File: config.mk
export PLATFORM = sky130hd
export DESIGN_NAME = load_hash_vector_flat
export DESIGN_NICKNAME = d
export VERILOG_FILES = /design/src/rtl/sha256_pkg.sv /design/src/rtl/load_hash_vector_if.sv /design/src/rtl/load_hash_vector_capture.sv /design/src/rtl/load_hash_vector.sv /design/src/flat_wrapper.sv
export SDC_FILE = /design/constraint.sdc
export NUM_CORES = 1
export LEC_CHECK = 0
export BUFFER_PORTS_ARGS = -buffer_cell sky130_fd_sc_hd__buf_4
export CORE_UTILIZATION = 39
export CTS_CLUSTER_SIZE = 20
export DETAILED_ROUTE_END_ITERATION = 12
export PLACE_DENSITY = 0.65
export SKIP_LAST_GASP = 1
export SLEW_MARGIN = 20
export SYNTH_ARGS = -nofsm -noshare
export SYNTH_HDL_FRONTEND = slang
export SYNTH_SLANG_ARGS = --single-unit
File: constraint.sdc
create_clock -name clock -period 4.5 [get_ports clock]
set_input_delay 0.9 -clock clock [delete_from_list [all_inputs] [get_ports clock]]
set_output_delay 0.9 -clock clock [all_outputs]
set_load 0.05 [all_outputs]
File: src/rtl/sha256_pkg.sv
// Shared constants, load-FSM state encoding and the word-placement helper
// used by both the hash-store and hash-load paths.
package sha256_pkg;

   localparam int HASH_WORDS = 8;
   localparam int WORD_W     = 32;
   localparam int HASH_W     = HASH_WORDS * WORD_W;

   typedef enum logic [1:0] {
      IDLE  = 2'd0,
      READ  = 2'd1,
      DRAIN = 2'd2,
      DONE  = 2'd3
   } load_state_t;

   // Word k of the vector always lives at bit offset k*WORD_W.
   function automatic int unsigned word_offset(input int unsigned index);
      return index * WORD_W;
   endfunction

endpackage

File: src/rtl/load_hash_vector_if.sv
// Request, memory-read and result signals of the hash-vector loader.
// The slave modport is the loader; master is the requester/memory side.
interface load_hash_vector_if;
   import sha256_pkg::*;

   logic                          enable;
   logic                          h_read;
   logic [$clog2(HASH_WORDS)-1:0] h_read_address;
   logic [WORD_W-1:0]             h_read_data;
   logic [HASH_W-1:0]             hash_vector;
   logic                          h_vector_valid;
   logic                          busy;

   modport slave (
      input  enable,
      input  h_read_data,
      output h_read,
      output h_read_address,
      output hash_vector,
      output h_vector_valid,
      output busy
   );

   modport master (
      output enable,
      output h_read_data,
      input  h_read,
      input  h_read_address,
      input  hash_vector,
      input  h_vector_valid,
      input  busy
   );

endinterface

File: src/rtl/load_hash_vector_capture.sv
// Capture pipeline: remembers which word was read last cycle and drops the returning
// data into its vector slot. LOAD_HASH_BSWAP_EN byte-reverses each word on capture.
module load_hash_vector_capture
   import sha256_pkg::*;
#(
   parameter int HASH_LENGTH = HASH_WORDS,
   parameter int WORD_WIDTH  = WORD_W,
   localparam int IDX_W      = $clog2(HASH_LENGTH)
) (
   input  logic                              clock,
   input  logic                              reset,
   input  logic                              start,
   input  logic                              flush,
   input  logic                              issue,
   input  logic [IDX_W-1:0]                  issue_index,
   input  logic [WORD_WIDTH-1:0]             read_data,
   output logic [HASH_LENGTH*WORD_WIDTH-1:0] hash_vector
);

   logic             pending_reg;
   logic [IDX_W-1:0] index_reg;
   logic [WORD_WIDTH-1:0] placed_word;

`ifdef LOAD_HASH_BSWAP_EN
   assign placed_word = {read_data[7:0], read_data[15:8], read_data[23:16], read_data[31:24]};
`else
   assign placed_word = read_data;
`endif

   // A strobe on the bus this edge means data returns next edge; an abort kills it.
   always_ff @(posedge clock or negedge reset) begin
      if (!reset) begin
         pending_reg <= 1'b0;
         index_reg   <= '0;
      end else begin
         pending_reg <= issue & ~flush;
         index_reg   <= issue_index;
      end
   end

   genvar gi;
   generate
      for (gi = 0; gi < HASH_LENGTH; gi++) begin : g_slot
         localparam int unsigned OFFSET = word_offset(gi);
         logic [WORD_WIDTH-1:0] word_reg;

         always_ff @(posedge clock or negedge reset) begin
            if (!reset) begin
               word_reg <= '0;
            end else if (start) begin
               word_reg <= '0;
            end else if (pending_reg && !flush && index_reg == IDX_W'(gi)) begin
               word_reg <= placed_word;
            end
         end

         assign hash_vector[OFFSET +: WORD_WIDTH] = word_reg;
      end
   endgenerate

endmodule

File: src/rtl/load_hash_vector.sv
// Hash-vector loader: reads HASH_LENGTH consecutive memory words and assembles them.
// Build option LOAD_HASH_BSWAP_EN selects byte-reversed placement for little-endian memories.
module load_hash_vector
   import sha256_pkg::*;
#(
   parameter int HASH_LENGTH = HASH_WORDS,
   parameter int WORD_WIDTH  = WORD_W
) (
   input  logic              clock,
   input  logic              reset,
   load_hash_vector_if.slave bus
);

   localparam int IDX_W = $clog2(HASH_LENGTH);
   localparam logic [IDX_W-1:0] LAST_ADDR = IDX_W'(HASH_LENGTH - 1);

   localparam logic [1:0] ST_IDLE  = IDLE;
   localparam logic [1:0] ST_READ  = READ;
   localparam logic [1:0] ST_DRAIN = DRAIN;
   localparam logic [1:0] ST_DONE  = DONE;

   logic [1:0]       state_reg, state_next;
   logic [IDX_W-1:0] addr_reg, addr_next;
   logic             read_reg, read_next;
   logic             valid_reg, valid_next;
   logic             busy_reg, busy_next;
   logic             start, flush;
   logic [HASH_LENGTH*WORD_WIDTH-1:0] vector;

   always_comb begin
      state_next = state_reg;
      addr_next  = addr_reg;
      read_next  = 1'b0;
      valid_next = valid_reg;
      busy_next  = 1'b0;
      start      = 1'b0;
      flush      = 1'b0;
      case (state_reg)
         ST_IDLE: begin
            valid_next = 1'b0;
            if (bus.enable) begin
               state_next = ST_READ;
               addr_next  = '0;
               read_next  = 1'b1;
               busy_next  = 1'b1;
               start      = 1'b1;
            end
         end
         ST_READ: begin
            if (!bus.enable) begin
               state_next = ST_IDLE;
               flush      = 1'b1;
            end else if (addr_reg == LAST_ADDR) begin
               // Last address is being sampled by the memory now; hold it.
               state_next = ST_DRAIN;
               busy_next  = 1'b1;
            end else begin
               addr_next = addr_reg + IDX_W'(1);
               read_next = 1'b1;
               busy_next = 1'b1;
            end
         end
         ST_DRAIN: begin
            if (!bus.enable) begin
               state_next = ST_IDLE;
               flush      = 1'b1;
            end else begin
               state_next = ST_DONE;
               valid_next = 1'b1;
            end
         end
         default: begin
            if (!bus.enable) begin
               state_next = ST_IDLE;
               valid_next = 1'b0;
            end
         end
      endcase
   end

   always_ff @(posedge clock or negedge reset) begin
      if (!reset) begin
         state_reg <= ST_IDLE;
         addr_reg  <= '0;
         read_reg  <= 1'b0;
         valid_reg <= 1'b0;
         busy_reg  <= 1'b0;
      end else begin
         state_reg <= state_next;
         addr_reg  <= addr_next;
         read_reg  <= read_next;
         valid_reg <= valid_next;
         busy_reg  <= busy_next;
      end
   end

   load_hash_vector_capture #(
      .HASH_LENGTH (HASH_LENGTH),
      .WORD_WIDTH  (WORD_WIDTH)
   ) u_capture (
      .clock       (clock),
      .reset       (reset),
      .start       (start),
      .flush       (flush),
      .issue       (read_reg),
      .issue_index (addr_reg),
      .read_data   (bus.h_read_data),
      .hash_vector (vector)
   );

   assign bus.h_read         = read_reg;
   assign bus.h_read_address = addr_reg;
   assign bus.hash_vector    = vector;
   assign bus.h_vector_valid = valid_reg;
   assign bus.busy           = busy_reg;

endmodule

File: src/flat_wrapper.sv
// flat-port wrapper written by rule: the top's interface ports become plain ports
module load_hash_vector_flat import sha256_pkg::*;
#(
   parameter int HASH_LENGTH = HASH_WORDS,
   parameter int WORD_WIDTH  = WORD_W
)
  (clock, reset, bus_enable, bus_h_read_data, bus_h_read, bus_h_read_address, bus_hash_vector, bus_h_vector_valid, bus_busy);
  load_hash_vector_if bus_i ();
  input  logic clock;
  input  logic reset;
  input wire logic [$bits(bus_i.enable)-1:0] bus_enable;
  input wire logic [$bits(bus_i.h_read_data)-1:0] bus_h_read_data;
  output wire logic [$bits(bus_i.h_read)-1:0] bus_h_read;
  output wire logic [$bits(bus_i.h_read_address)-1:0] bus_h_read_address;
  output wire logic [$bits(bus_i.hash_vector)-1:0] bus_hash_vector;
  output wire logic [$bits(bus_i.h_vector_valid)-1:0] bus_h_vector_valid;
  output wire logic [$bits(bus_i.busy)-1:0] bus_busy;
  assign bus_i.enable = bus_enable;
  assign bus_i.h_read_data = bus_h_read_data;
  assign bus_h_read = bus_i.h_read;
  assign bus_h_read_address = bus_i.h_read_address;
  assign bus_hash_vector = bus_i.hash_vector;
  assign bus_h_vector_valid = bus_i.h_vector_valid;
  assign bus_busy = bus_i.busy;
  load_hash_vector #(.HASH_LENGTH(HASH_LENGTH), .WORD_WIDTH(WORD_WIDTH)) u_core (.clock(clock), .reset(reset), .bus(bus_i));
endmodule
==> results_tabular.tex <==
\begin{tabular}{lr}
\hline
Metric & Value \\
\hline
\multicolumn{2}{l}{\textbf{Place}} \\
\quad Area after DPL & 0.0137 mm² \\
\quad HPWL after detailed placement & 20300 µm \\
\quad Dpl cells & 1558 \\
\quad Number of buffers inserted by port buffering & 296 \\
\quad Final GP Congestion & 0.769 \\
\multicolumn{2}{l}{\textbf{Timing}} \\
\quad Hold Fails Final Rpt & 0 \\
\quad Maximum frequency from static timing analysis & 0.370 GHz \\
\quad Final critical-path share of the clock period & 0.601 \\
\quad Final hold slack & 0.436 ns \\
\quad Fin crit period & 2.70 ns \\
\quad Number of setup violations in the final report & 0 \\
\quad RSZ-0062 raised after global routing & no \\
\quad Max\_slew headroom & 0.339 \\
\quad Layout Skew & 0.00635 ns \\
\quad Final Max Slew Viols & 0 \\
\quad Total negative setup slack & 0 ns \\
\quad Least-Margin Pin Slew & 0.991 ns \\
\multicolumn{2}{l}{\textbf{Clock network}} \\
\quad Num CTS Buffers & 30 \\
\quad Max H-tree Level & 1 \\
\quad Insertion delay of the later-clocked pin in the worst-skew pair & 0.53 ns \\
\quad Clk pin slew, worst setup/hold paths & 0.06 ns \\
\quad Sinks on the clock net & 268 \\
\quad Buffer type at the clock tree root & sky130\_fd\_sc\_hd\_\_clkbuf\_16 \\
\quad Worst-case clock buffer depth & 3 \\
\quad Post-CTS setup-driven buffer insertion count & 0 \\
\quad Number of instances resized during post-cts repair & 0 \\
\quad Cts-stage hold buffer count & 0 \\
\quad Clock tree from TritonCTS & built \\
\multicolumn{2}{l}{\textbf{Finish}} \\
\quad Flip-flop count of the largest register after layout & 256 \\
\quad Fin area & 0.0146 mm² \\
\quad Commonest non-fill, non-tap cell in the layout & sky130\_fd\_sc\_hd\_\_buf\_4 \\
\quad Proportion of layout cells with a drive suffix above 1 & 0.297 \\
\quad Area grow syn2layout & 30.3\% \\
\quad Final cell count without fillers & 1610 \\
\quad Final Core Density & 0.521 \\
\quad NumNets Final & 1254 \\
\quad Leading cell types in the layout, fill and taps excluded & 310 x sky130\_fd\_sc\_hd\_\_buf\_4, 290 x sky130\_fd\_sc\_hd\_\_nand2\_1, 268 x sky130\_fd\_sc\_hd\_\_dfrtp\_1 \\
\quad Diodes inserted & 0 \\
\multicolumn{2}{l}{\textbf{Synth}} \\
\quad Synthesized area & 0.0112 mm² \\
\quad Post-synthesis cell type count & 29 \\
\quad Yosys warning count & 0 \\
\quad Register bit total from synthesis & 268 \\
\quad Syn avg cell area & 12.1 µm² \\
\quad Sequential area share after synthesis & 0.599 \\
\quad Post-synthesis instance total & 928 \\
\quad Post-synthesis net count & 970 \\
\multicolumn{2}{l}{\textbf{Job}} \\
\quad Max-capacitance violation count & 0 \\
\multicolumn{2}{l}{\textbf{Floorplan}} \\
\quad Vertical die dimension & 171 µm \\
\quad Area of the core & 0.0280 mm² \\
\quad Site row count & 61 \\
\quad Starting Density & 0.400 \\
\quad Die Outline Area & 0.0294 mm² \\
\quad Io pins & 297 \\
\quad DIE WIDTH & 171 µm \\
\multicolumn{2}{l}{\textbf{Power and ir drop}} \\
\quad Worst IR Drop VDD & 0.437 mV \\
\quad Pwr per Cell Area & 525 mW/mm² \\
\quad Leakage power total & 0.00888 µW \\
\multicolumn{2}{l}{\textbf{Detailed routing}} \\
\quad DRC Markers & 0 \\
\quad Routed length per instance & 19.3 µm \\
\quad Via/cell ratio & 4.88 \\
\quad Vias after detailed routing & 7854 \\
\quad First-pass iteration count of the detailed router & 4 \\
\quad Antenna Violating Nets Remaining & 0 \\
\quad Initial detailed-routing violation count & 431 \\
\quad Total wirelength of the detailed-routed design & 31000 µm \\
\multicolumn{2}{l}{\textbf{Global routing}} \\
\quad Overall Global Routing Usage & 0.214 \\
\quad Number of global-route vias before repair & 8036 \\
\quad First-pass GRT wire length & 48100 µm \\
\quad Overflow after GRT & 0 \\
\quad Maximum number of pins on one net before global-route repair & 128 \\
\quad Initial antenna violation count & 0 \\
\multicolumn{2}{l}{\textbf{Status}} \\
\quad Result of the run & finished, final reports clean \\
\multicolumn{2}{l}{\textbf{Setup path}} \\
\quad Critical path startpoint category & flop \\
\quad Critical path start-end classification & reg2reg \\
\quad Nature of the critical path endpoint & flop \\
\quad Worst Path Required & 4.90 ns \\
\quad CP arrival & 3.10 ns \\
\quad Critical path peak fanout & 21 \\
\multicolumn{2}{l}{\textbf{Worst hold path}} \\
\quad Hold Crit Class & reg2reg \\
\hline
\end{tabular}
-- per-layer routing --
metal / vias to the layer above / routed length, µm / track usage
li1: 3647 / - / -
met1: 3928 / 13300 / 0.281
met2: 237 / 14800 / 0.351
met3: 42 / 2330 / 0.0557
met4: 0 / 610 / 0.0509
met5: - / 0 / 0
-- synthesized netlist by cell type --
library cell	count	share of area
sky130_fd_sc_hd__buf_6	18	0.018
sky130_fd_sc_hd__o211a_1	1	0.00089
sky130_fd_sc_hd__o22ai_1	2	0.0011
sky130_fd_sc_hd__and3b_1	2	0.0016
sky130_fd_sc_hd__nor3b_2	1	0.0011
sky130_fd_sc_hd__mux2_2	1	0.0010
sky130_fd_sc_hd__nor2b_1	5	0.0028
sky130_fd_sc_hd__a21oi_1	1	0.00045
sky130_fd_sc_hd__nand2b_1	3	0.0017
sky130_fd_sc_hd__and3_1	1	0.00056
sky130_fd_sc_hd__nand2_2	1	0.00056
sky130_fd_sc_hd__o21a_1	1	0.00067
sky130_fd_sc_hd__nand3_2	4	0.0036
sky130_fd_sc_hd__nand3b_1	4	0.0027
sky130_fd_sc_hd__nand4_1	1	0.00056
sky130_fd_sc_hd__inv_1	5	0.0017
sky130_fd_sc_hd__nand2_1	290	0.097
sky130_fd_sc_hd__buf_4	11	0.0074
sky130_fd_sc_hd__clkbuf_1	3	0.0010
sky130_fd_sc_hd__buf_2	30	0.013
sky130_fd_sc_hd__o2111ai_1	1	0.00078
sky130_fd_sc_hd__nor2_1	2	0.00067
sky130_fd_sc_hd__and2_1	1	0.00056
sky130_fd_sc_hd__dfrtp_1	268	0.60
sky130_fd_sc_hd__buf_1	1	0.00033
sky130_fd_sc_hd__ha_1	7	0.0078
sky130_fd_sc_hd__mux2i_1	257	0.23
sky130_fd_sc_hd__a21boi_1	1	0.00067
sky130_fd_sc_hd__o21ai_0	5	0.0022
-- logic make-up after synthesis --
family,synth area share
flops,0.599
fa+ha+maj,0.00782
mux,0.231
compound gates,0.00682
buf+inv,0.0419
simple gates,0.114
-- power by group --
group / switching, µW / internal (µW) / total [µW]
logic: 1820 / 683 / 2500
clock network: 944 / 1360 / 2310
registers: 174 / 2680 / 2850
-- worst max-delay path: stages, from the launching register on --
cell and delay, ns:
sky130_fd_sc_hd__dfrtp_1 0.42, sky130_fd_sc_hd__inv_1 0.09, sky130_fd_sc_hd__ha_1 0.34, sky130_fd_sc_hd__nand2b_1 0.33
sky130_fd_sc_hd__nand3b_1 0.76, sky130_fd_sc_hd__buf_12 0.46, sky130_fd_sc_hd__mux2i_1 0.15
-- area by class of cell --
| cell class | count | area [µm²] |
|---|---|---|
| multi-input combinational | 592 | 4030 |
| timing repair buffer | 315 | 2420 |
| clock inverter | 6 | 32.5 |
| clock buffer | 46 | 902 |
| inverter | 5 | 18.8 |
| sequential | 268 | 6710 |
| tap | 378 | 473 |
| fill | 2514 | 13400 |
-- path summary, 6_finish.rpt --
check                                                          end  slack, ns                         start  cells after the start
max                        u_core.u_capture.g_slot[1].word_reg[21]       1.80           u_core.state_reg[0]                      6
min                                  u_core.u_capture.index_reg[2]       0.44  u_core.bus.h_read_address[2]                      0
max reg2reg                u_core.u_capture.g_slot[1].word_reg[21]       1.80           u_core.state_reg[0]                      6
min reg2reg                          u_core.u_capture.index_reg[2]       0.44  u_core.bus.h_read_address[2]                      0
max in group asynchronous             u_core.u_capture.pending_reg       3.01                         reset                      2
min in group asynchronous  u_core.u_capture.g_slot[4].word_reg[15]       0.48                         reset                      1
-- metrics by stage --
step | total power, µW | setup slack (ns)
final | 7660 | 1.80
after global routing | 8010 | 1.62
after CTS | 7750 | 1.81
after detailed placement | 5410 | 1.51
after global placement | 5390 | 1.59
after floorplan | 4600 | 2.60
(Power assumes the default switching activity.)
